### config.mk
export PLATFORM = sky130hd
export DESIGN_NAME = piso_serializer_8bit_flat
export DESIGN_NICKNAME = d
export VERILOG_FILES = /design/src/rtl/piso_serializer_8bit_if.sv /design/src/rtl/piso_serializer_8bit.sv /design/src/flat_wrapper.sv
export SDC_FILE = /design/constraint.sdc
export NUM_CORES = 1
export LEC_CHECK = 0
export BUFFER_PORTS_ARGS = -buffer_cell sky130_fd_sc_hd__buf_2
export CORE_MARGIN = 2
export CORE_UTILIZATION = 43
export CTS_BUF_LIST = sky130_fd_sc_hd__clkbuf_16
export DETAILED_ROUTE_END_ITERATION = 10
export GPL_TIMING_DRIVEN = 0
export HOLD_SLACK_MARGIN = 0.06
export PLACE_DENSITY = 0.77
export SLEW_MARGIN = 20
export SYNTH_ARGS = -nofsm -noshare
export SYNTH_HDL_FRONTEND = slang
export SYNTH_SLANG_ARGS = --single-unit
### constraint.sdc
create_clock -name clk -period 1.2 [get_ports clk]
set_input_delay 0.06 -clock clk [delete_from_list [all_inputs] [get_ports clk]]
set_output_delay 0.06 -clock clk [all_outputs]
set_load 0.01 [all_outputs]
### src/rtl/piso_serializer_8bit_if.sv
// Handshake/serial bus for piso_serializer_8bit: upstream word load plus serial output stream.
interface piso_serializer_8bit_if #(
  parameter int DATA_W = 8
);
  logic [DATA_W-1:0] d_in;
  logic              load_valid;
  logic              load_ready;
  logic              ser_out;
  logic              ser_valid;
  logic              frame_start;
  logic              busy;

  modport master (
    output d_in, load_valid,
    input  load_ready, ser_out, ser_valid, frame_start, busy
  );

  modport slave (
    input  d_in, load_valid,
    output load_ready, ser_out, ser_valid, frame_start, busy
  );
endinterface

### src/rtl/piso_serializer_8bit.sv
// Parallel-in serial-out serializer with registered outputs and back-to-back frame support.
// Define SERIALIZER_PARITY_EN to append an even-parity bit after each frame.
module piso_serializer_8bit #(
  parameter int DATA_W    = 8,
  parameter bit LSB_FIRST = 1'b1
) (
  input  logic                  clk,
  input  logic                  reset,
  piso_serializer_8bit_if.slave bus
);

  localparam int              CNT_W = (DATA_W > 1) ? $clog2(DATA_W) : 1;
  localparam logic [CNT_W-1:0] LAST = CNT_W'(DATA_W - 1);

  typedef enum logic [1:0] {
    IDLE  = 2'd0,
    SHIFT = 2'd1
`ifdef SERIALIZER_PARITY_EN
    , PAR = 2'd2
`endif
  } state_t;

  state_t            state_q, state_d;
  logic [CNT_W-1:0]  cnt_q, cnt_d;
  logic [DATA_W-1:0] sh_q, sh_d;
  logic              ser_out_q, ser_out_d;
  logic              ser_valid_q, ser_valid_d;
  logic              frame_start_q, frame_start_d;
  logic              busy_q, busy_d;
  logic              load_ready;
  logic              accept;
`ifdef SERIALIZER_PARITY_EN
  logic              parity_q, parity_d;
`endif

  // Ready depends only on state and reset, never on load_valid.
  always_comb begin
    load_ready = 1'b0;
    if (!reset) begin
      case (state_q)
        IDLE:    load_ready = 1'b1;
`ifndef SERIALIZER_PARITY_EN
        SHIFT:   load_ready = (cnt_q == LAST);
`endif
`ifdef SERIALIZER_PARITY_EN
        PAR:     load_ready = 1'b1;
`endif
        default: load_ready = 1'b0;
      endcase
    end
  end

  assign accept = bus.load_valid && load_ready;

  always_comb begin
    state_d       = state_q;
    cnt_d         = cnt_q;
    sh_d          = sh_q;
    ser_out_d     = 1'b0;
    ser_valid_d   = 1'b0;
    frame_start_d = 1'b0;
    busy_d        = 1'b0;
`ifdef SERIALIZER_PARITY_EN
    parity_d      = parity_q;
`endif

    case (state_q)
      IDLE: ;
      SHIFT: begin
        if (cnt_q != LAST) begin
          cnt_d       = cnt_q + 1'b1;
          ser_out_d   = LSB_FIRST ? sh_q[0] : sh_q[DATA_W-1];
          sh_d        = LSB_FIRST ? (sh_q >> 1) : (sh_q << 1);
          ser_valid_d = 1'b1;
          busy_d      = 1'b1;
        end else begin
          cnt_d   = '0;
`ifdef SERIALIZER_PARITY_EN
          state_d     = PAR;
          ser_out_d   = parity_q;
          ser_valid_d = 1'b1;
          busy_d      = 1'b1;
`else
          state_d = IDLE;
`endif
        end
      end
`ifdef SERIALIZER_PARITY_EN
      PAR:     state_d = IDLE;
`endif
      default: state_d = IDLE;
    endcase

    // A capture overrides the end-of-frame decision so the next frame follows without a gap.
    if (accept) begin
      state_d       = SHIFT;
      cnt_d         = '0;
      ser_out_d     = LSB_FIRST ? bus.d_in[0] : bus.d_in[DATA_W-1];
      sh_d          = LSB_FIRST ? (bus.d_in >> 1) : (bus.d_in << 1);
      ser_valid_d   = 1'b1;
      frame_start_d = 1'b1;
      busy_d        = 1'b1;
`ifdef SERIALIZER_PARITY_EN
      parity_d      = ^bus.d_in;
`endif
    end
  end

  always_ff @(posedge clk) begin
    if (reset) begin
      state_q       <= IDLE;
      cnt_q         <= '0;
      sh_q          <= '0;
      ser_out_q     <= 1'b0;
      ser_valid_q   <= 1'b0;
      frame_start_q <= 1'b0;
      busy_q        <= 1'b0;
`ifdef SERIALIZER_PARITY_EN
      parity_q      <= 1'b0;
`endif
    end else begin
      state_q       <= state_d;
      cnt_q         <= cnt_d;
      sh_q          <= sh_d;
      ser_out_q     <= ser_out_d;
      ser_valid_q   <= ser_valid_d;
      frame_start_q <= frame_start_d;
      busy_q        <= busy_d;
`ifdef SERIALIZER_PARITY_EN
      parity_q      <= parity_d;
`endif
    end
  end

  assign bus.load_ready  = load_ready;
  assign bus.ser_out     = ser_out_q;
  assign bus.ser_valid   = ser_valid_q;
  assign bus.frame_start = frame_start_q;
  assign bus.busy        = busy_q;

endmodule

### src/flat_wrapper.sv
// flat-port wrapper written by rule: the top's interface ports become plain ports
module piso_serializer_8bit_flat 
#(
  parameter int DATA_W    = 8,
  parameter bit LSB_FIRST = 1'b1
)
  (clk, reset, bus_d_in, bus_load_valid, bus_load_ready, bus_ser_out, bus_ser_valid, bus_frame_start, bus_busy);
  piso_serializer_8bit_if #(.DATA_W(DATA_W)) bus_i ();
  input  logic clk;
  input  logic reset;
  input wire logic [$bits(bus_i.d_in)-1:0] bus_d_in;
  input wire logic [$bits(bus_i.load_valid)-1:0] bus_load_valid;
  output wire logic [$bits(bus_i.load_ready)-1:0] bus_load_ready;
  output wire logic [$bits(bus_i.ser_out)-1:0] bus_ser_out;
  output wire logic [$bits(bus_i.ser_valid)-1:0] bus_ser_valid;
  output wire logic [$bits(bus_i.frame_start)-1:0] bus_frame_start;
  output wire logic [$bits(bus_i.busy)-1:0] bus_busy;
  assign bus_i.d_in = bus_d_in;
  assign bus_i.load_valid = bus_load_valid;
  assign bus_load_ready = bus_i.load_ready;
  assign bus_ser_out = bus_i.ser_out;
  assign bus_ser_valid = bus_i.ser_valid;
  assign bus_frame_start = bus_i.frame_start;
  assign bus_busy = bus_i.busy;
  piso_serializer_8bit #(.DATA_W(DATA_W), .LSB_FIRST(LSB_FIRST)) u_core (.clk(clk), .reset(reset), .bus(bus_i));
endmodule
==> metrics.txt <==
gr ovfl total=0; Starting Density=46.44%; Synth cell types=18; clock skew=0.004987 ns; Worst Setup Start Kind=register; WP buf/inv=1; Longest Clk Path Bufs=2; number of max-cap violations=0; first-pass detailed-route iteration total=3; critical-path cell list=ha_4, ha_4, and2b_2, nor2_4, buf_6; status=complete, but fails checks; Worst Path Arrival=1.30 ns; failing checks=setup timing; clock sinks=14; Slew headroom=66.27%; crit path to=bus_load_ready; Req. time, crit path=1.14 ns; worst skew pair latency=0.24 ns; register area share after synthesis=45.81%; Max Slew Vio Count=0; Cell Pwr Density=about 1400 nW/um2; Port Buffers=14; share of the synthesized area in the top cell type=45.81%; Inserted Clock Buffers=3; Root Buffer=clkbuf_16; Placement Cell Area=~740 um2; Sum Neg Setup Slack=-0.8530 ns; Final nets=99; post-route minimum period=around 1.4 ns; period utilization=113.7%; CP peak stage delay=0.35 ns; worst reg-to-reg setup slack=-0.12 ns; routed vias/inst=a little over 5; Crit Reg-Reg Startpoint=u_core.cnt_q[0]$_SDFFE_PP0P_; Total Wirelength=1479 um; endpoints failing setup=13; synthesized cell area=611.8 um2; 1st-iter DRT viols=5; Critical Path Fanout Max=3; GP Congestion=0.7427; Top delay family on crit path=flip-flops; fmax=0.7327 GHz; Site Rows=13; Crit Path Class=reg -> out; vias=~500; maximum vdd drop=1.131 mV; wire per inst=14.79 um; vias in the first global route=501; ranking of synthesized cells by area=dfxtp_1 (46%), mux2i_1 (13%), nor2_1 (8.6%); cell area after layout=approximately 960 um2; syn_nets=74; H-tree depth=1; leakage=between 0.4 and 0.5 nW; final hold viol count=0; crit end category=primary output; RSZ-0062 raised after global routing=true; yosys warns=0; die height=41.72 um; layout cells sized above 1=56.47%; Post-Syn Area per Cell=10.03 um2; initial antenna violation count=0; hold_buf cts=0; largest net degree at the start of global routing=11; ANT nets after route=0; Fillers=97; IO Pins=16; worst min path class=in -> reg; critical path's most frequent cell=ha_4; FF-to-FF path depth=6; Synth area leader=dfxtp_1; Slew @ Worst Pin=0.5059 ns; instance count on the critical path=5; post-synthesis instance total=61; die area=1741 um2; n_diodes=0; TritonCTS clock tree=yes; DRC violations left=0; Crit. Startpoint=u_core.cnt_q[0]$_SDFFE_PP0P_; final worst setup slack=-0.1648 ns; hpwl dp=780.6 um; clock slew at reported path FFs=~0.05 ns; first-pass GRT wire length=2194 um; chip width=41.72 um; Core Footprint=1318 um2; worst r2r dst=u_core.bus.ser_out$_SDFF_PP0_; crit path max-delay cell type=dfxtp_2; Yosys reg bits=14; overall global routing resource usage=17.64%; P&R area growth vs syn=56.65%
final cells by class:
type | instances | area (um2) | area share, %
tap | 15 | 18.77 | 1.958
clock buffer | 3 | 75.07 | 7.833
sequential | 14 | 282.8 | 29.50
timing repair buffer | 20 | 128.9 | 13.45
clock inverter | 1 | 3.754 | 0.3916
multi-input combinational | 42 | 391.6 | 40.86
buffer | 5 | 57.56 | 6.005
state kept, by name (all words and copies together) (netlist names):
signal	count
u_core.sh_q	7
u_core.cnt_q	3
u_core.bus.frame_start	1
u_core.bus.ser_out	1
u_core.bus.ser_valid	1
u_core.state_q	1
metrics by stage:
| stage | hold slack [ns] | std cells | setup WS (ns) | power (mW) | utilization (%) |
|---|---|---|---|---|---|
| after floorplan | 0.1328 | 61 | 0.01253 | 0.6244 | - |
| after global placement | 0.3299 | 90 | -0.01082 | 0.6650 | 56.32 |
| after detailed placement | 0.3238 | 90 | -0.03926 | 0.6683 | 56.32 |
| after CTS | 0.07523 | 99 | -0.1508 | 1.343 | 69.33 |
| after global routing | 0.08962 | 100 | -0.2111 | 1.420 | 72.74 |
| final | 0.08382 | 100 | -0.1648 | 1.358 | 72.74 |
cell usage in the layout, fill, tap and decap left out, types with 2 or more instances in the layout:
| cell type | netlist | routed |
|---|---|---|
| buf_2 | 0 | 13 |
| nor2_1 | 14 | 7 |
| nor3b_1 | 2 | 2 |
| ha_4 | 0 | 2 |
| a211oi_2 | 0 | 6 |
| buf_6 | 2 | 4 |
| dfxtp_1 | 14 | 12 |
| a31oi_1 | 2 | 2 |
| mux2i_1 | 8 | 8 |
| dfxtp_2 | 0 | 2 |
| buf_4 | 1 | 5 |
| nor2_4 | 0 | 6 |
| nand2_1 | 2 | 2 |
| clkbuf_16 | 0 | 3 |
cell usage after synthesis:
library cell and instances:
dfxtp_1 14, nor2_1 14, mux2i_1 8, a211oi_1 6, a31oi_1 2, buf_6 2, ha_1 2, nand2_1 2
nor3b_1 2, a21oi_1 1, and2_2 1, and2b_2 1, buf_12 1, buf_4 1, clkbuf_1 1, nand2b_2 1
nand3_1 1, nor3_1 1
logic make-up (layout without fill, tap and decap cells):
family	Yosys count	count (layout)	share of synthesized area, %
AO/OA/AOI/OAI	9	9	10.22
adder cells (fa/ha/maj)	2	2	4.089
buffers and inverters	5	29	8.793
flip-flops	14	14	45.81
multiplexers	8	8	13.09
AND/OR/NAND/NOR	23	23	17.99
worst register-to-register path, cell delays in order, from the launching register on:
cell     delay [ns]
dfxtp_2        0.33
ha_4           0.16
ha_4           0.15
and2b_2        0.25
buf_4          0.15
nand2_1        0.07
a21oi_1        0.14
report_power, final:
part | switching, mW | internal (mW) | leakage [nW]
Clock | 0.184 | 0.440 | 0.0385
Sequential | 0.0279 | 0.499 | 0.116
Combinational | 0.0989 | 0.109 | 0.254
Total | 0.311 | 1.05 | 0.409
routing by layer:
layer	share of wire [%]	global-route usage, %
met1	40	19.41
met2	53	30.00
met5	0	0
met4	3.1	9.677
met3	3.7	5.217
repair_timing:
item | 4_1_cts | 5_1_grt
pin swaps | 4 | 1
endpoints found under the setup margin | 9 | 13
gates cloned | 1 | 0
buffers inserted | 4 | 1
gates resized for setup | 14 | 9
worst min path at each step:
stage | cells after the start | from | slack [ns] | end
4_1_cts | 2 | reset | 0.08 | u_core.sh_q[1]$_SDFFE_PP0P_
3_3_place_gp | 2 | reset | 0.33 | u_core.sh_q[1]$_SDFFE_PP0P_
2_1_floorplan | 1 | reset | 0.13 | u_core.sh_q[0]$_SDFFE_PP0P_
3_5_place_dp | 2 | reset | 0.32 | u_core.sh_q[1]$_SDFFE_PP0P_
6_report | 2 | reset | 0.08 | u_core.sh_q[1]$_SDFFE_PP0P_
5_1_grt | 2 | reset | 0.09 | u_core.sh_q[1]$_SDFFE_PP0P_
No activity file was read; power rests on OpenSTA's default activity.
